`config.mk`:
```
export PLATFORM = sky130hd
export DESIGN_NAME = sar_adc_scan
export DESIGN_NICKNAME = d
export VERILOG_FILES = /design/src/rtl/sar_adc_scan.sv
export SDC_FILE = /design/constraint.sdc
export NUM_CORES = 1
export LEC_CHECK = 0
export ABC_AREA = 1
export CAP_MARGIN = 20
export CORE_ASPECT_RATIO = 0.75
export CORE_MARGIN = 2
export CORE_UTILIZATION = 35
export CTS_BUF_LIST = sky130_fd_sc_hd__clkbuf_16
export DETAILED_ROUTE_END_ITERATION = 8
export GPL_ROUTABILITY_DRIVEN = 0
export HOLD_SLACK_MARGIN = 0.05
export PLACE_DENSITY_LB_ADDON = 0.05
export SLEW_MARGIN = 10
export SYNTH_ARGS = -nofsm -noshare
export SYNTH_HDL_FRONTEND = slang
export SYNTH_SLANG_ARGS = --single-unit
```
`constraint.sdc`:
```
create_clock -name clk_i -period 2 [get_ports clk_i]
set_input_delay 0.3 -clock clk_i [delete_from_list [all_inputs] [get_ports clk_i]]
set_output_delay 0.3 -clock clk_i [all_outputs]
set_load 0.005 [all_outputs]
```
`src/rtl/sar_adc_scan.sv`:
```
// sar_adc_scan: multi-channel successive-approximation ADC controller.
// Drives the analog mux select and the R-2R DAC code, and reads the external
// comparator once per bit. It supports single-shot conversions and a continuous
// round-robin scan. Each result is passed on through a one-entry valid/ready
// output register.
module sar_adc_scan #(
    parameter int WIDTH  = 8,
    parameter int NUM_CH = 4,
    parameter int SETTLE = 2,
    localparam int CH_W  = (NUM_CH > 1) ? $clog2(NUM_CH) : 1
) (
    input  logic             clk_i,
    input  logic             rst_i,
    input  logic             start_i,
    input  logic [CH_W-1:0]  ch_i,
    input  logic             cont_i,
    input  logic             comp_i,
    output logic [WIDTH-1:0] dac_o,
    output logic [CH_W-1:0]  mux_sel_o,
    output logic             busy_o,
    output logic             res_valid_o,
    input  logic             res_ready_i,
    output logic [WIDTH-1:0] res_data_o,
    output logic [CH_W-1:0]  res_ch_o
);

    // The settle counter only has to hold SETTLE-1.
    localparam int              CNT_W      = (SETTLE > 1) ? $clog2(SETTLE) : 1;
    localparam logic [CNT_W-1:0] CNT_RELOAD = CNT_W'(SETTLE - 1);
    localparam logic [WIDTH-1:0] MSB_MASK   = {1'b1, {(WIDTH - 1){1'b0}}};
    localparam logic [CH_W-1:0]  LAST_CH    = CH_W'(NUM_CH - 1);
    // One extra bit lets NUM_CH be compared against any ch_i value without overflow.
    localparam logic [CH_W:0]    NUM_CH_EXT = (CH_W + 1)'(NUM_CH);

    typedef enum logic [1:0] {
        S_IDLE = 2'd0,
        S_CONV = 2'd1,
        S_DONE = 2'd2
    } state_t;

    state_t           state_q, state_d;
    logic [WIDTH-1:0] mask_q, mask_d;
    logic [WIDTH-1:0] result_q, result_d;
    logic [CNT_W-1:0] cnt_q, cnt_d;
    logic [CH_W-1:0]  mux_sel_q, mux_sel_d;
    logic [CH_W-1:0]  scan_q, scan_d;
    logic             res_valid_q, res_valid_d;
    logic [WIDTH-1:0] res_data_q, res_data_d;
    logic [CH_W-1:0]  res_ch_q, res_ch_d;

    logic             accept;
    logic [CH_W-1:0]  acc_ch;
    logic             load;

    // Next channel of the round-robin scan. It wraps after the last valid channel,
    // not at the power of two.
    function automatic logic [CH_W-1:0] next_scan(input logic [CH_W-1:0] ch);
        return (ch == LAST_CH) ? '0 : ch + 1'b1;
    endfunction

    // Keep the trial bit when the input is at or above the trial DAC voltage.
    function automatic logic [WIDTH-1:0] decide_bit(input logic [WIDTH-1:0] res,
                                                    input logic [WIDTH-1:0] mask,
                                                    input logic             comp);
        return comp ? (res | mask) : res;
    endfunction

    // A single-shot request is valid only for a channel that exists.
    function automatic logic ch_in_range(input logic [CH_W-1:0] ch);
        return {1'b0, ch} < NUM_CH_EXT;
    endfunction

    // Next-state logic for the FSM, the SAR datapath and the output register.
    always_comb begin
        state_d     = state_q;
        mask_d      = mask_q;
        result_d    = result_q;
        cnt_d       = cnt_q;
        mux_sel_d   = mux_sel_q;
        scan_d      = scan_q;
        res_valid_d = res_valid_q;
        res_data_d  = res_data_q;
        res_ch_d    = res_ch_q;
        accept      = 1'b0;
        acc_ch      = '0;
        load        = 1'b0;

        case (state_q)
            S_IDLE: begin
                // Continuous scan wins over a single-shot request.
                if (cont_i) begin
                    accept = 1'b1;
                    acc_ch = scan_q;
                    scan_d = next_scan(scan_q);
                end else if (start_i && ch_in_range(ch_i)) begin
                    accept = 1'b1;
                    acc_ch = ch_i;
                end
                if (accept) begin
                    mux_sel_d = acc_ch;
                    mask_d    = MSB_MASK;
                    result_d  = '0;
                    cnt_d     = CNT_RELOAD;
                    state_d   = S_CONV;
                end
            end
            S_CONV: begin
                if (cnt_q != '0) begin
                    cnt_d = cnt_q - 1'b1;
                end else begin
                    // The last settle cycle of the bit: sample the comparator and move on.
                    result_d = decide_bit(result_q, mask_q, comp_i);
                    mask_d   = mask_q >> 1;
                    cnt_d    = CNT_RELOAD;
                    if (mask_q[0]) begin
                        state_d = S_DONE;
                    end
                end
            end
            S_DONE: begin
                // Hand off only when the output slot is free or is being drained this cycle.
                if (!res_valid_q || res_ready_i) begin
                    load    = 1'b1;
                    state_d = S_IDLE;
                end
            end
            default: begin
                state_d = S_IDLE;
            end
        endcase

        if (load) begin
            res_data_d  = result_q;
            res_ch_d    = mux_sel_q;
            res_valid_d = 1'b1;
        end else if (res_valid_q && res_ready_i) begin
            res_valid_d = 1'b0;
        end
    end

    // FSM state register.
    always_ff @(posedge clk_i) begin
        if (rst_i) begin
            state_q <= S_IDLE;
        end else begin
            state_q <= state_d;
        end
    end

    // Datapath and output registers. A reset clears everything, including any buffered result.
    always_ff @(posedge clk_i) begin
        if (rst_i) begin
            mask_q      <= '0;
            result_q    <= '0;
            cnt_q       <= '0;
            mux_sel_q   <= '0;
            scan_q      <= '0;
            res_valid_q <= 1'b0;
            res_data_q  <= '0;
            res_ch_q    <= '0;
        end else begin
            mask_q      <= mask_d;
            result_q    <= result_d;
            cnt_q       <= cnt_d;
            mux_sel_q   <= mux_sel_d;
            scan_q      <= scan_d;
            res_valid_q <= res_valid_d;
            res_data_q  <= res_data_d;
            res_ch_q    <= res_ch_d;
        end
    end

    // While converting, the DAC shows the trial code. In DONE and IDLE mask_q is zero,
    // so the DAC holds the final code.
    assign dac_o       = result_q | mask_q;
    assign mux_sel_o   = mux_sel_q;
    assign busy_o      = (state_q != S_IDLE);
    assign res_valid_o = res_valid_q;
    assign res_data_o  = res_data_q;
    assign res_ch_o    = res_ch_q;

endmodule

```
==> summary.md, run 1 <==
| Metric | Value |
|---|---|
| Status | `complete, no violations` |
| Sequential Area | `680.7 µm²` |
| TNS Setup | `0 ns` |
| Most frequent cells in the layout | `nand2_1 (36), nor2_1 (34), dfxtp_1 (34)` |
| Main synth FF type | `dfxtp_1` |
| Fillers | `402` |
| Final Hold Fails | `0` |
| DRC | `0` |
| Post-synth EDFFs | `0` |
| R2r worst-path depth | `5` |
| GR Util All Layers | `15.94%` |
| Final core utilization | `48.01%` |
| Ranking of synthesized cells by area | `dfxtp_1 (46%), a21oi_1 (9.4%), nand2_1 (9.1%)` |
| Total grt overflow | `0` |
| Synthesized area per cell | `~7.2 µm²` |
| Flop2flop setup slack | `0.64 ns` |
| Critical-path cell list | `nor2_2, inv_1, clkdlybuf4s50_1` |
| CTS root buffer | `clkbuf_16` |
| Max Slew Vio Count | `0` |
| Normalized max-slew margin | `72.18%` |
| Crit Path Category | `reg -> out` |
| Clock transition at path regs | `0.05 ns` |
| DRT iter0 DRCs | `41` |
| Power per cell area | `869.4 nW/µm²` |
| Leak | `0.8540 nW` |
| Final HPWL DP | `about 2.5 mm` |
| Commonest non-fill, non-tap cell in the layout | `nand2_1` |
| First-pass GRT wire length | `roughly 5.7 mm` |
| Nets | `250` |
| Vert. Die Dim | `60.51 µm` |
| Via-to-Cell Ratio | `4.593` |
| H-tree depth | `2` |
| Hold WS | `0.4855 ns` |
| Die area | `4801 µm²` |
| Synth async-reset ratio | `0%` |
| TritonCTS clock tree | `yes` |
| Number of global-route vias before repair | `1236` |
| Period utilisation layout | `87.75%` |
| Die X-Extent | `79.35 µm` |
| Post_cts resized | `0` |
| CP Launch Type | `flop` |
| Drt pass-1 iters | `4` |
| Core Area | `4079 µm²` |
| Peak supply drop | `0.4301 mV` |
| Initial Utilization | `a little over a third` |
| Arr. time, crit path | `1.45 ns` |
| Largest net degree at the start of global routing | `18` |
| Fin crit period | `1.755 ns` |
| Synth Register Bits | `34` |
| Worst hold endpoint | `mask_q[7]$_SDFFE_PP0P_` |
| Clk_lat worst skew | `0.28 ns` |
| Post-synth net total | `roughly 220` |
| Setup Fix Bufs, Post-CTS | `0` |
| Area grow syn2layout | `31.40%` |
| Mapped Cells | `208` |
| Share of layout cells above drive strength 1 | `9.504%` |
| Maximum clock frequency | `0.5698 GHz` |
| Clock skew | `0.007880 ns` |
| R2r endpoint | `res_data_o[7]$_SDFFE_PP0P_` |
| Least-Margin Pin Slew | `0.4168 ns` |
| Std-Cell Rows | `20` |
| Boundary pin count | `30` |
| Total Wirelength | `3.370 mm` |
| Worst Path Required | `1.70 ns` |
| Buf+Inv Stages, Crit Path | `2` |
| Critical path's slowest cell | `dfxtp_1` |
| Share of the synthesized area in the top cell type | `45.68%` |
| DP Worst Slack | `0.3691 ns` |
| Mapped Area | `approximately 1500 µm²` |
| Hold path start | `mask_q[7]$_SDFFE_PP0P_` |
| CTS max path bufs | `2` |
| Sequential fraction of the synthesis area | `~46%` |
| Largest area contributor in the netlist | `dfxtp_1` |
| Max Cap Viol | `0` |
| Input/output buffers | `29` |
| CP top delay family | `buffers and inverters` |
| Worst Path Max Fanout | `6` |
| Synth Warn # | `0` |
| Largest stage delay, worst path | `0.49 ns` |
| # diodes | `0` |
| RSZ-0062 raised after global routing | `false` |
| WL/cell | `approximately 11 µm` |
| ANT nets after route | `0` |
| Hold Path Stages | `2` |
| CP endpoint kind | `output pin` |
| Vias | `1364` |
| CTS Sinks | `34` |
| CTS Buf Count | `5` |
| Cts hold-fix bufs | `0` |
| Synth cell types | `22` |
| Area occupied by multi-input gates | `648.1 µm²` |
| Initial antenna violation count | `0` |
| Reg-to-Reg Start | `state_q[1]$_SDFFE_PP0P_` |
| Setup violators final | `0` |
| HP Class | `reg -> reg` |
| Final worst slack | `0.2451 ns` |
[stage by stage]
step / total power (W) / cell area, µm² / instances
global placement: 0.0009985 / 1821 / 289
CTS: 0.001726 / 1958 / 297
finish: 0.001702 / 1958 / 297
detailed placement: 0.001004 / 1821 / 289
global route: 0.001804 / 1958 / 297
floorplan: 0.0009054 / 1490 / 208
[how the worst max path moves through the flow]
stage                                  startpoint                         to  slack (ns)  cells after the start
after floorplan           state_q[1]$_SDFFE_PP0P_  mux_sel_o[1]$_SDFFE_PP0P_        0.91                      5
after global placement                     cont_i  mux_sel_o[0]$_SDFFE_PP0P_        0.43                      7
after detailed placement                   cont_i  mux_sel_o[0]$_SDFFE_PP0P_        0.37                      7
after CTS                 state_q[1]$_SDFFE_PP0P_                     busy_o        0.23                      3
after global routing      state_q[1]$_SDFFE_PP0P_                     busy_o        0.18                      3
final                     state_q[1]$_SDFFE_PP0P_                     busy_o        0.25                      3
[power by group]
group	switching, W	internal, W	total [W]
Combinational	0.000142	0.000112	0.000254
Clock	0.000264	0.000449	0.000713
Sequential	0.0000229	0.000713	0.000736
Total	0.000429	0.00127	0.00170
[per-layer routing]
layer  routed length (µm)  track usage (%)
met4                   43            6.650
met2                 1403            24.21
met1                 1802            21.28
met3                  121            5.060
met5                    0                0
[cell families after synthesis]
family	after synthesis	share of synthesized area (%)
buf+inv	35	10.83
fa+ha+maj	1	0.8395
compound gates	44	14.78
flops	34	45.68
simple gates	94	27.88
[cells in the mapped netlist (3+ instances only)]
| master | instances |
|---|---|
| inv_2 | 3 |
| a21oi_1 | 28 |
| nand2_2 | 3 |
| inv_1 | 25 |
| o21ai_1 | 4 |
| o21ai_0 | 12 |
| nor2_1 | 34 |
| dfxtp_1 | 34 |
| nand2_1 | 36 |
| nand3_1 | 13 |
[worst min-delay path: stages, from the launching register on]
cell and delay (ns):
dfxtp_1 0.32, nand2_1 0.06, a21oi_1 0.05
[cell type report]
class                      instances  area share (%)
clock buffer                       5           6.390
clock inverter                     3          0.6390
inverter                          29           5.623
multi-input combinational        139           33.10
sequential                        34           34.76
tap                               55           3.514
timing repair buffer              32           15.97
[state kept, by name (all words and copies together), names as in the netlist, 2 cells and up]
| name | cells |
|---|---|
| mux_sel_o | 2 |
| res_data_o | 8 |
| scan_q | 2 |
| mask_q | 8 |
| result_q | 8 |
| res_ch_o | 2 |
| state_q | 2 |
Power figures use the tool's default switching activity.
==> run 2, diff against run 1 <==
--- a/config.mk
+++ b/config.mk
@@ -6,7 +6,7 @@
 export NUM_CORES = 1
 export LEC_CHECK = 0
 export ABC_AREA = 1
-export CAP_MARGIN = 20
+export CAP_MARGIN = 10
 export CORE_ASPECT_RATIO = 0.75
 export CORE_MARGIN = 2
 export CORE_UTILIZATION = 35
==> results of run 2 <==
The final DEF is identical to that of run 1; final timing and power are the same.
==> run 3, diff against run 2 <==
--- a/config.mk
+++ b/config.mk
@@ -6,7 +6,6 @@
 export NUM_CORES = 1
 export LEC_CHECK = 0
 export ABC_AREA = 1
-export CAP_MARGIN = 10
 export CORE_ASPECT_RATIO = 0.75
 export CORE_MARGIN = 2
 export CORE_UTILIZATION = 35
@@ -15,6 +14,7 @@
 export GPL_ROUTABILITY_DRIVEN = 0
 export HOLD_SLACK_MARGIN = 0.05
 export PLACE_DENSITY_LB_ADDON = 0.05
+export SETUP_SLACK_MARGIN = 0.15
 export SLEW_MARGIN = 10
 export SYNTH_ARGS = -nofsm -noshare
 export SYNTH_HDL_FRONTEND = slang
==> results of run 3 <==
The final DEF is identical to that of run 1; final timing and power are the same.
